File: config.mk
export PLATFORM = sky130hd
export DESIGN_NAME = fmap_pad_streamer
export DESIGN_NICKNAME = d
export VERILOG_FILES = /design/src/rtl/fmap_pad_streamer_pkg.sv /design/src/rtl/fmap_pad_streamer_pos.sv /design/src/rtl/fmap_pad_streamer.sv
export SDC_FILE = /design/constraint.sdc
export NUM_CORES = 1
export LEC_CHECK = 0
export CAP_MARGIN = 20
export CORE_AREA = 2 2 408 410
export CTS_BUF_LIST = sky130_fd_sc_hd__clkbuf_2
export DETAILED_ROUTE_END_ITERATION = 12
export DIE_AREA = 0 0 410 412
export PLACE_DENSITY = 0.3
export SETUP_SLACK_MARGIN = 0.4
export SLEW_MARGIN = 20
export SYNTH_ARGS = -nofsm -noshare
export SYNTH_HDL_FRONTEND = slang
export SYNTH_SLANG_ARGS = --single-unit
File: constraint.sdc
create_clock -name clk -period 2.4 [get_ports clk]
set_clock_uncertainty 0.05 [all_clocks]
set_input_delay 0.48 -clock clk [delete_from_list [all_inputs] [get_ports clk]]
set_output_delay 0.48 -clock clk [all_outputs]
set_load 0.03 [all_outputs]
File: src/rtl/fmap_pad_streamer_pkg.sv
// rtl/fmap_pad_streamer_pkg.sv - padded geometry and FSM encoding shared by streamer and window buffer
package fmap_pad_streamer_pkg;

  localparam int H_DEF   = 32;
  localparam int W_DEF   = 128;
  localparam int D_DEF   = 512;
  localparam int PAD_DEF = 1;

  function automatic int padded(input int n, input int pad);
    return n + 2 * pad;
  endfunction

  // Counters are sized for 0..n-1; a 1-deep dimension still needs one bit.
  function automatic int cnt_width(input int n);
    return (n > 1) ? $clog2(n) : 1;
  endfunction

  localparam int PH    = padded(H_DEF, PAD_DEF);
  localparam int PW    = padded(W_DEF, PAD_DEF);
  localparam int BEATS = PH * PW;

  typedef enum logic [1:0] {
    ST_IDLE   = 2'd0,
    ST_STREAM = 2'd1,
    ST_LAST   = 2'd2
  } state_e;

endpackage

File: src/rtl/fmap_pad_streamer_pos.sv
// rtl/fmap_pad_streamer_pos.sv - pad_pos_counter: padded row/col raster position with last/data flags
module pad_pos_counter
  import fmap_pad_streamer_pkg::*;
#(
  parameter int H   = 2,
  parameter int W   = 3,
  parameter int PAD = 1
) (
  input  logic i_clk,
  input  logic i_rst_n,
  input  logic i_clr,
  input  logic i_adv,
  output logic o_last,
  output logic o_is_data
);

  localparam int P_H  = padded(H, PAD);
  localparam int P_W  = padded(W, PAD);
  localparam int RW   = cnt_width(P_H);
  localparam int CW   = cnt_width(P_W);
  localparam int PHM1 = P_H - 1;
  localparam int PWM1 = P_W - 1;

  localparam logic [RW-1:0] ROW_MAX = PHM1[RW-1:0];
  localparam logic [CW-1:0] COL_MAX = PWM1[CW-1:0];
  localparam logic [RW:0]   ROW_LO  = PAD[RW:0];
  localparam logic [CW:0]   COL_LO  = PAD[CW:0];
  localparam logic [RW:0]   ROW_N   = H[RW:0];
  localparam logic [CW:0]   COL_N   = W[CW:0];

  logic [RW-1:0] r_row;
  logic [CW-1:0] r_col;
  logic [RW:0]   w_row_off;
  logic [CW:0]   w_col_off;

  always_ff @(posedge i_clk or negedge i_rst_n) begin
    if (!i_rst_n) begin
      r_row <= '0;
      r_col <= '0;
    end else if (i_clr) begin
      r_row <= '0;
      r_col <= '0;
    end else if (i_adv) begin
      if (r_col == COL_MAX) begin
        r_col <= '0;
        r_row <= (r_row == ROW_MAX) ? '0 : r_row + 1'b1;
      end else begin
        r_col <= r_col + 1'b1;
      end
    end
  end

  // One extra bit lets positions before the border wrap far above H/W,
  // so a single unsigned compare covers both edges of the data window.
  assign w_row_off = {1'b0, r_row} - ROW_LO;
  assign w_col_off = {1'b0, r_col} - COL_LO;
  assign o_is_data = (w_row_off < ROW_N) && (w_col_off < COL_N);
  assign o_last    = (r_row == ROW_MAX) && (r_col == COL_MAX);

endmodule

File: src/rtl/fmap_pad_streamer.sv
// rtl/fmap_pad_streamer.sv - zero-pads an unpadded raster feature map into the shift-register beat stream
module fmap_pad_streamer
  import fmap_pad_streamer_pkg::*;
#(
  parameter int H   = H_DEF,
  parameter int W   = W_DEF,
  parameter int D   = D_DEF,
  parameter int PAD = PAD_DEF
) (
  input  logic         clk,
  input  logic         rst,
  input  logic         start,
  input  logic         in_valid,
  output logic         in_ready,
  input  logic [D-1:0] data_in,
  output logic         out_en,
  input  logic         out_ready,
  output logic [D-1:0] data_out,
  output logic         busy,
  output logic         frame_done
);

  state_e       r_state;
  state_e       w_state_nxt;
  logic         w_last;
  logic         w_is_data;
  logic         w_free;
  logic         w_load;
  logic         w_clr;
  logic         w_done_xfer;
  logic         r_out_en;
  logic [D-1:0] r_data;
  logic         r_frame_done;

  pad_pos_counter #(.H(H), .W(W), .PAD(PAD)) u_pos (
    .i_clk     (clk),
    .i_rst_n   (rst),
    .i_clr     (w_clr),
    .i_adv     (w_load),
    .o_last    (w_last),
    .o_is_data (w_is_data)
  );

  always_ff @(posedge clk or negedge rst) begin
    if (!rst) r_state <= ST_IDLE;
    else      r_state <= w_state_nxt;
  end

  always_comb begin
    w_state_nxt = r_state;
    case (r_state)
      ST_IDLE:   if (start && !r_frame_done) w_state_nxt = ST_STREAM;
      ST_STREAM: if (w_load && w_last)       w_state_nxt = ST_LAST;
      ST_LAST:   if (out_ready)              w_state_nxt = ST_IDLE;
      default:                               w_state_nxt = ST_IDLE;
    endcase
  end

  // A start landing on the frame_done cycle is dropped so back-to-back frames need a gap cycle.
  always_comb begin
    w_free      = !r_out_en || out_ready;
    w_clr       = (r_state == ST_IDLE) && start && !r_frame_done;
    w_load      = (r_state == ST_STREAM) && w_free && (!w_is_data || in_valid);
    w_done_xfer = (r_state == ST_LAST) && out_ready;
    in_ready    = (r_state == ST_STREAM) && w_free && w_is_data;
    busy        = (r_state != ST_IDLE);
  end

  always_ff @(posedge clk or negedge rst) begin
    if (!rst) begin
      r_out_en     <= 1'b0;
      r_data       <= '0;
      r_frame_done <= 1'b0;
    end else begin
      r_frame_done <= w_done_xfer;
      if (w_load) begin
        r_out_en <= 1'b1;
        r_data   <= w_is_data ? data_in : '0;
      end else if (w_free) begin
        r_out_en <= 1'b0;
        r_data   <= '0;
      end
    end
  end

  assign out_en     = r_out_en;
  assign data_out   = r_data;
  assign frame_done = r_frame_done;

endmodule

==> results of run 1 <==
==> metrics by stage <==
stage          utilization, %  cells  hold slack, ns
3_5_place_dp             19.9   4478           0.433
3_3_place_gp             19.9   4478           0.427
2_1_floorplan               -   1259           0.134
==> logic make-up after synthesis <==
logic type      count (synthesis)  share of synthesized area, %
mux                             1                        0.0528
buf+inv                       119                          2.73
fa+ha+maj                       6                         0.396
compound gates                546                          25.0
xor+xnor                        2                        0.0924
simple gates                   55                          1.75
flops                         530                          70.0
==> run_results.csv, run 1 <==
group,metric,value,unit
synthesis,synth_edf_count,0,
clocking,hold_buffers,984,
die,initial_utilization,11.5,%
synthesis,synth.top_cells.by_count,"530 x sky130_fd_sc_hd__dfrtp_1, 512 x sky130_fd_sc_hd__a22o_1, 57 x sky130_fd_sc_hd__clkbuf_1, 56 x sky130_fd_sc_hd__buf_2, 11 x sky130_fd_sc_hd__nand2_1",
synthesis,yosysUniqueCellTypes,48,
clocking,post_cts_repair_setup_buffers,130,
clocking,clock-root-buffer,"sky130_fd_sc_hd__clkbuf_2",
clocking,ctsResizeCount,3687,
die,ioPinCount,1033,
synthesis,synth_async_sr_flop_share,100,%
die,overall_die_width,410,um
synthesis,synth-main-ff-cell,"sky130_fd_sc_hd__dfrtp_1",
synthesis,netlist_instances,1259,
placed_design,pre_cts_ws,-0.119,ns
clocking,cts_inserted_buffers,167,
placed_design,placed_area,32700,sq um
synthesis,synth_sequential_area_ratio,70.0,%
synthesis,ffs_latches_synth,530,
die,fp.dieH,412,um
outcome,toolErrorMsg,"[ERROR RSZ-0060] Max buffer count reached.",
synthesis,post_synth_instance_area,19000,sq um
synthesis,synth_area_leaders,"sky130_fd_sc_hd__dfrtp_1 70%, sky130_fd_sc_hd__a22o_1 24%, sky130_fd_sc_hd__buf_2 1.5%",
synthesis,syn_avg_cell_area,15.1,sq um
clocking,cts_num_sinks,530,
outcome,failed_stage,"clock tree synthesis (4_1_cts)",
synthesis,synth_nets,1782,
placed_design,port_buffers,1032,
synthesis,most_frequent_cell_after_synthesis,"sky130_fd_sc_hd__dfrtp_1",
synthesis,yosysWarningCount,0,
clocking,htreeDepth,4,
synthesis,yosysTopAreaCell,"sky130_fd_sc_hd__dfrtp_1",
placed_design,detailed_place_hpwl,83800,um
synthesis,netlist.area_leader.share,70.0,%
outcome,run_status,"stopped before the end",
die,placement_rows,149,
placed_design,gpl.final_weighted_congestion,0.891,
clocking,cts_buffer_depth,3,
==> run 2: changes to the inputs <==
--- a/config.mk
+++ b/config.mk
@@ -6,12 +6,10 @@
 export NUM_CORES = 1
 export LEC_CHECK = 0
 export CAP_MARGIN = 20
-export CORE_AREA = 2 2 408 410
-export CTS_BUF_LIST = sky130_fd_sc_hd__clkbuf_2
+export CORE_AREA = 2 2 405 407
 export DETAILED_ROUTE_END_ITERATION = 12
-export DIE_AREA = 0 0 410 412
-export PLACE_DENSITY = 0.3
-export SETUP_SLACK_MARGIN = 0.4
+export DIE_AREA = 0 0 407 409
+export PLACE_DENSITY_LB_ADDON = 0.15
 export SLEW_MARGIN = 20
 export SYNTH_ARGS = -nofsm -noshare
 export SYNTH_HDL_FRONTEND = slang
==> run 2 against run 1 <==
  * The flow now finishes, with violations (negative setup slack)
  * Synthesized cell count stayed put
  * Synthesized area unchanged
==> run_results.csv, run 2 <==
group,metric,value,unit
worst_setup_path,critical_path.endpoint_type,"output pin",
final_layout,final_util,22.1,%
die,ioPinCount,1033,
final_layout,postLayoutCellArea,35700,sq um
drt,detail_route.wl_per_cell,23.7,um
pwr,vdd_ir_drop_max,0.489,mV
synthesis,synth_async_sr_flop_share,100,%
global_routing,grt_remaining_overflow,0,
synthesis,yosysWarningCount,0,
clocking,cts_buffer_depth,3,
timing,hold_violations,0,
drt,drt_first_iter_violations,926,
final_layout,post_route_cells_drive_above_1_share,11.9,%
clocking,clkLatencyLatePin,0.65,ns
pwr,clockPowerShare,46.5,%
worst_setup_path,startpoint_type,"flop",
pwr,power.density,668,nW/um^2
drt,vias,16528,
timing,max_freq,387,MHz
synthesis,synth_sequential_area_ratio,70.0,%
timing,period_share,108,%
synthesis,ffs_latches_synth,530,
pwr,switching_share,27.4,%
global_routing,globalRouteTotalUtil,12.5,%
die,core_area,162000,sq um
die,fp.dieH,409,um
global_routing,grt_max_degree,74,
clocking,cts.clk_slew.worst_paths,0.06,ns
synthesis,yosysUniqueCellTypes,48,
clocking,cts_inserted_buffers,72,
worst_setup_path,critPathMaxFanout,2,
timing,grt_setup_unrepaired,"true",
pwr,internal-power,17300,uW
synthesis,syn_avg_cell_area,15.1,sq um
synthesis,synth_nets,1782,
timing,number_of_endpoints_failing_setup_at_the_final_stage,3,
final_layout,area.growth.synth_to_final,88.5,%
clocking,clock-root-buffer,"sky130_fd_sc_hd__clkbuf_16",
timing,relSlewSlack,64.9,%
die,initial_utilization,11.7,%
drt,drt_first_pass_iters,5,
global_routing,number_of_antenna_violations_at_the_first_check_in_global_routing,51,
final_layout,layout.cells.most_common,"sky130_fd_sc_hd__clkdlybuf4s50_1",
synthesis,yosysTopAreaCell,"sky130_fd_sc_hd__dfrtp_1",
worst_setup_path,setup.worst_path.class,"flop to output pin",
final_layout,area.sequential,13300,sq um
pwr,pwr-share-seq,38.8,%
synthesis,synth_area_leaders,"sky130_fd_sc_hd__dfrtp_1 70%, sky130_fd_sc_hd__a22o_1 24%, sky130_fd_sc_hd__buf_2 1.5%",
synthesis,netlist_instances,1259,
outcome,run_status,"complete, but fails checks",
synthesis,synth.top_cells.by_count,"530 x sky130_fd_sc_hd__dfrtp_1, 512 x sky130_fd_sc_hd__a22o_1, 57 x sky130_fd_sc_hd__clkbuf_1, 56 x sky130_fd_sc_hd__buf_2, 11 x sky130_fd_sc_hd__nand2_1",
global_routing,grt_pass1_vias,17854,
timing,final_max_slew_viol_count,0,
die,dieArea,166000,sq um
final_layout,largest_register_ffs,512,
worst_setup_path,critPathRequiredTime,1.87,ns
synthesis,netlist.area_leader.share,70.0,%
synthesis,synth-main-ff-cell,"sky130_fd_sc_hd__dfrtp_1",
drt,drt_drc_violations_left,0,
die,overall_die_width,407,um
clocking,htreeDepth,3,
final_layout,layout_common_cells,"935 x sky130_fd_sc_hd__clkdlybuf4s50_1, 529 x sky130_fd_sc_hd__dfrtp_1, 512 x sky130_fd_sc_hd__a22o_1",
worst_setup_path,worst_ep_arrival_time,2.05,ns
synthesis,post_synth_instance_area,19000,sq um
final_layout,fillerInstances,17218,
placed_design,detailed_place_hpwl,84400,um
pwr,power.leakage,0.0156,uW
timing,worstMarginPinSlew,0.529,ns
timing,worst_setup_slack_final,-0.182,ns
placed_design,gpl.final_weighted_congestion,0.804,
timing,min_period,2.58,ns
placed_design,placed_area,32800,sq um
clocking,cts_tree,"done",
final_layout,multiInputGateArea,5260,sq um
hold_path,holdCritPathClass,"input port to async pin",
die,placement_rows,148,
clocking,cts_num_sinks,530,
synthesis,most_frequent_cell_after_synthesis,"sky130_fd_sc_hd__dfrtp_1",
global_routing,grt_first_pass_wirelength,147000,um
pwr,combinationalPowerShare,14.7,%
placed_design,pre_cts_ws,-0.164,ns
job,maxCapViolCount,0,
placed_design,port_buffers,1032,
final_layout,finalNetCount,2911,
drt,postRouteWirelength,110000,um
drt,ant_nets,0,
pwr,switching_power,6540,uW
outcome,failing_checks,"negative setup slack",
timing,setup_tns,-0.190,ns
synthesis,synth_edf_count,0,
drt,detail_route.vias_per_cell,3.57,
[run 2: cell counts after synthesis]
No cell type changed its count.
[run 2: kinds of logic after synthesis]
| family | Yosys count | synth area share, % |
|---|---|---|
| adder cells (fa/ha/maj) | 6 | 0.396 |
| XOR/XNOR | 2 | 0.0924 |
| flip-flops | 530 | 70.0 |
| multiplexers | 1 | 0.0528 |
| buffers and inverters | 119 | 2.73 |
| AND/OR/NAND/NOR | 55 | 1.75 |
| AO/OA/AOI/OAI | 546 | 25.0 |
[run 2: path summary, 6_finish.rpt]
check | from | end | slack (ns) | depth (start not counted)
max in group asynchronous | rst | data_out[98]$_DFFE_PN0P_ | 1.03 | 4
hold reg to reg | data_out[446]$_DFFE_PN0P_ | data_out[446]$_DFFE_PN0P_ | 0.44 | 1
setup reg to reg | u_pos.r_col[3]$_DFFE_PN0P_ | data_out[175]$_DFFE_PN0P_ | -0.01 | 13
setup / recovery | u_pos.r_col[1]$_DFFE_PN0P_ | in_ready | -0.18 | 8
hold / removal | rst | data_out[285]$_DFFE_PN0P_ | 0.27 | 2
min in group clk | data_in[192] | data_out[192]$_DFFE_PN0P_ | 0.37 | 2
[run 2: power groups by stage]
stage / Combinational [uW] / Sequential, uW / Clock [uW]
4_1_cts: 3520 / 9270 / 11600
3_5_place_dp: 3320 / 9440 / 0
5_1_grt: 3790 / 9290 / 11900
6_report: 3510 / 9270 / 11100
3_3_place_gp: 3300 / 9430 / 0
2_1_floorplan: 906 / 9660 / 0
[run 2: layout make-up]
cell class | count | share of cell area, %
Inverter | 6 | 0.0630
Antenna cell | 10 | 0.0700
Clock inverter | 23 | 0.851
Clock buffer | 105 | 5.95
Sequential cell | 530 | 37.1
Multi-Input combinational cell | 610 | 14.7
Timing Repair Buffer | 1168 | 33.6
Tap cell | 2175 | 7.61
[run 2: layer usage]
| layer | GRT usage, % | up-vias | wire length [um] |
|---|---|---|---|
| met1 | 14.2 | 8432 | 42000 |
| li1 | - | 7167 | - |
| met3 | 4.79 | 163 | 9750 |
| met4 | 3.33 | 44 | 2560 |
| met2 | 21.7 | 722 | 55100 |
| met5 | 0 | - | 278 |
[run 2: critical path: stages, from the launching register on]
cell and delay, ns:
sky130_fd_sc_hd__dfrtp_1 0.36, sky130_fd_sc_hd__inv_2 0.06, sky130_fd_sc_hd__ha_4 0.15, sky130_fd_sc_hd__o21bai_4 0.17
sky130_fd_sc_hd__a31oi_4 0.21, sky130_fd_sc_hd__o22ai_2 0.11, sky130_fd_sc_hd__buf_6 0.13, sky130_fd_sc_hd__nor2_4 0.07
sky130_fd_sc_hd__buf_6 0.14
[run 2: metrics by stage]
step	cells	total power, uW	hold WS (ns)
2_1_floorplan	1259	10600	0.134
5_1_grt	4621	25000	0.239
3_5_place_dp	4458	12800	0.357
6_report	4627	23900	0.273
4_1_cts	4600	24400	0.205
3_3_place_gp	4458	12700	0.359
[run 2: what timing repair did]
action,4_1_cts,5_1_grt
pin swaps,7,9
gates resized for setup,100,23
cloned,0,10
hold endpoints to repair,27,0
buffers inserted,13,7
hold buffers,1,0
endpoints found under the setup margin,410,34
No activity file was read; power rests on OpenSTA's default activity.
==> edit 1, RTL diff (flow settings as in run 2) <==
Change the package constant `D_DEF` from 512 to 128.
--- a/src/rtl/fmap_pad_streamer_pkg.sv
+++ b/src/rtl/fmap_pad_streamer_pkg.sv
@@ -3,7 +3,7 @@
 
   localparam int H_DEF   = 32;
   localparam int W_DEF   = 128;
-  localparam int D_DEF   = 512;
+  localparam int D_DEF   = 128;
   localparam int PAD_DEF = 1;
 
   function automatic int padded(input int n, input int pad);
Interface: changed (resized data_in and data_out); port bits go from 1033 to 265. No check against the original RTL was run, so the function may have changed too.
==> edit 1 against run 2 <==
  * The run still ends with negative setup slack left
  * Setup slack better by 0.068 ns
  * Power shrank 69%
  * Wire length shrank 76%
  * Sequential power is 71% lower
  * Sequential cell count is 384 lower
  * Synthesized area is 71% lower
  * Design area fell by 66%
==> edit 1: results <==
export IMPL_status="finished with violations"
export IMPL_failed_checks="negative setup slack"
export IMPL_htree_num_levels=4
export IMPL_placed_area_sq_mm=0.0113
export IMPL_fin_ws_ns=-0.114
export IMPL_place_hpwl_mm=19.3
export IMPL_r2r_start="u_pos.r_col[1]"
export IMPL_synth_seq_cells=146
export IMPL_clk_pin_slew_ns=0.08
export IMPL_nonClkBufAreaFrac_pct=26.0
export IMPL_drt_met1_wl_mm=11.0
export IMPL_fin_nets=846
export IMPL_ir_drop_v=0.000502
export IMPL_ys_seq_area_share_pct=65.4
export IMPL_final_area_sq_mm=0.0121
export IMPL_antenna_cells=1
export IMPL_grt_pass1_vias=5091
export IMPL_multi_input_area_share_pct=15.3
export IMPL_drt_wirelength_per_cell_um=9.15
export IMPL_reg2reg_to="data_out[119]"
export IMPL_clk_path_buf_depth=2
export IMPL_sh_seq_area_pct=30.2
export IMPL_wl_met2_mm=11.7
export IMPL_gr_usage_met1_pct=3.64
export IMPL_largest_register_ffs=128
export IMPL_track_usage_pct=3.26
export IMPL_n_fill_cell=18798
export IMPL_synth_area_top_cells="dfrtp_1 65%, a22o_1 20%, ha_1 1.3%"
export IMPL_finalSetupTns_ns=-0.114
export IMPL_p_leak_nw=4.28
export IMPL_gr_usage_met2_pct=4.71
export IMPL_nMultiInputCombCells=226
export IMPL_r2r_setup_slack_ns=0.18
export IMPL_clk_latency_ns=0.51
export IMPL_synth_common_cells="146 x dfrtp_1, 128 x a22o_1, 14 x buf_2, 14 x clkbuf_1, 12 x nor2_1"
export IMPL_grt_antenna_before_repair=7
export IMPL_setup_viol=1
export IMPL_gp_congestion=0.633
export IMPL_via_count=4746
export IMPL_reg2reg_depth=11
export IMPL_synth_cell_types=45
export IMPL_signal_buffers=310
## edit 1: cell families after synthesis
logic type | share of synthesized area (%)
flip-flops | 65.4
XOR/XNOR | 0.314
AO/OA/AOI/OAI | 24.6
buffers and inverters | 2.60
AND/OR/NAND/NOR | 5.58
adder cells (fa/ha/maj) | 1.34
multiplexers | 0.179
## edit 1: what timing repair did
item	in CTS	in global routing
hold buffers	1	0
gates resized for setup	15	0
endpoints found under the setup margin	2	1
endpoints found under the hold margin	33	0
pin swaps	6	1
setup buffers	5	0
## edit 1: through the flow
stage / cells / hold slack, ns / setup slack, ns
after global placement: 2858 / 0.410 / -0.341
after global routing: 2895 / 0.396 / -0.283
after detailed placement: 2858 / 0.400 / -0.361
after CTS: 2894 / 0.352 / -0.290
after floorplan: 406 / 0.134 / 0.108
final: 2895 / 0.408 / -0.114
## edit 1: power breakdown
part	switching, mW	internal [mW]	total, mW
registers	0.0840	2.56	2.65
logic	0.751	0.685	1.44
clock network	1.32	2.08	3.40
total	2.16	5.33	7.49
==> edit 2, RTL diff (settings of run 2) <==
Made on the original files. Re-encode `state_e` (3 states) as one-hot, 3 bits wide.
--- a/src/rtl/fmap_pad_streamer_pkg.sv
+++ b/src/rtl/fmap_pad_streamer_pkg.sv
@@ -19,10 +19,10 @@
   localparam int PW    = padded(W_DEF, PAD_DEF);
   localparam int BEATS = PH * PW;
 
-  typedef enum logic [1:0] {
-    ST_IDLE   = 2'd0,
-    ST_STREAM = 2'd1,
-    ST_LAST   = 2'd2
+  typedef enum logic [2:0] {
+    ST_IDLE   = 3'b001,
+    ST_STREAM = 3'b010,
+    ST_LAST   = 3'b100
   } state_e;
 
 endpackage
Formal check against the unedited RTL: no difference found for any inputs over 4 cycles, from zero or initial values and one cycle with rst low; so few cycles prove little.
==> edit 2 against run 2 <==
  * The run still ends with negative setup slack left
  * Largest power group unchanged
  * Setup slack improved by 0.030 ns
  * Via count rose by 0.88%
  * Wire length down 3.7%
  * Combinational power is 19% lower
  * Sequential cell count rose by 1
  * Power is 4.2% lower
  * Synthesized area up 3.2%
  * Design area grew 2.6%
  * Largest cell class unchanged
  * Die area stayed put
==> edit 2: results <==
export IMPL_fin_ws_ns=-0.152
export IMPL_placed_area_sq_mm=0.0327
export IMPL_reg2reg_to="u_pos.r_col[4]"
export IMPL_fin_hold_ws_ns=0.317
export IMPL_failed_checks="negative setup slack"
export IMPL_gr_usage_met1_pct=12.1
export IMPL_drtIter0Drc=793
export IMPL_synthesis_nets=1798
export IMPL_grt_start_max_net_pins=50
export IMPL_gp_congestion=0.775
export IMPL_finalSetupTns_ns=-0.976
export IMPL_r2r_start="u_pos.r_col[2]"
export IMPL_synth_area_top_cells="dfrtp_1 68%, a22o_1 23%, buf_8 3.1%"
export IMPL_place_inst=4467
export IMPL_synth_common_cells="530 x dfrtp_1, 512 x a22o_1, 59 x clkbuf_1"
export IMPL_track_usage_pct=11.4
export IMPL_synth_xor_area_share_pct=0.134
export IMPL_synth_compound_area_share_pct=24.3
export IMPL_wl_met3_mm=9.23
export IMPL_drt_wirelength_per_cell_um=22.6
export IMPL_grt_antenna_before_repair=26
export IMPL_status="finished with violations"
export IMPL_p_leak_nw=15.8
export IMPL_place_ws_ns=-0.195
export IMPL_wl_met2_mm=53.6
export IMPL_grt_pass1_vias=17969
export IMPL_ys_seq_area_share_pct=67.9
export IMPL_setup_viol=65
==> edit 2: timing repair <==
item / 4_1_cts / 5_1_grt
buffers inserted: 14 / 18
endpoints found under the hold margin: 17 / 0
gates cloned: 0 / 45
gates resized for setup: 77 / 75
pin swaps: 8 / 47
hold buffers: 1 / 0
setup endpoints to repair: 79 / 350
==> edit 2: power by group <==
| part | total [mW] | switching (mW) | internal, mW |
|---|---|---|---|
| sequential | 9.04 | 0.0370 | 9.00 |
| clock | 11.0 | 4.50 | 6.50 |
| combinational | 2.85 | 1.50 | 1.35 |
==> edit 2: layout make-up <==
| type | instances | area (sq um) |
|---|---|---|
| flip-flops and latches | 531 | 13300 |
| inverters | 7 | 26.3 |
| fillers | 17169 | 125000 |
| repair buffers | 1205 | 12800 |
| clock buffers | 111 | 2170 |
| multi-input cells | 620 | 5380 |
| clock inverters | 23 | 235 |
| well taps | 2175 | 2720 |
| diodes | 9 | 22.5 |
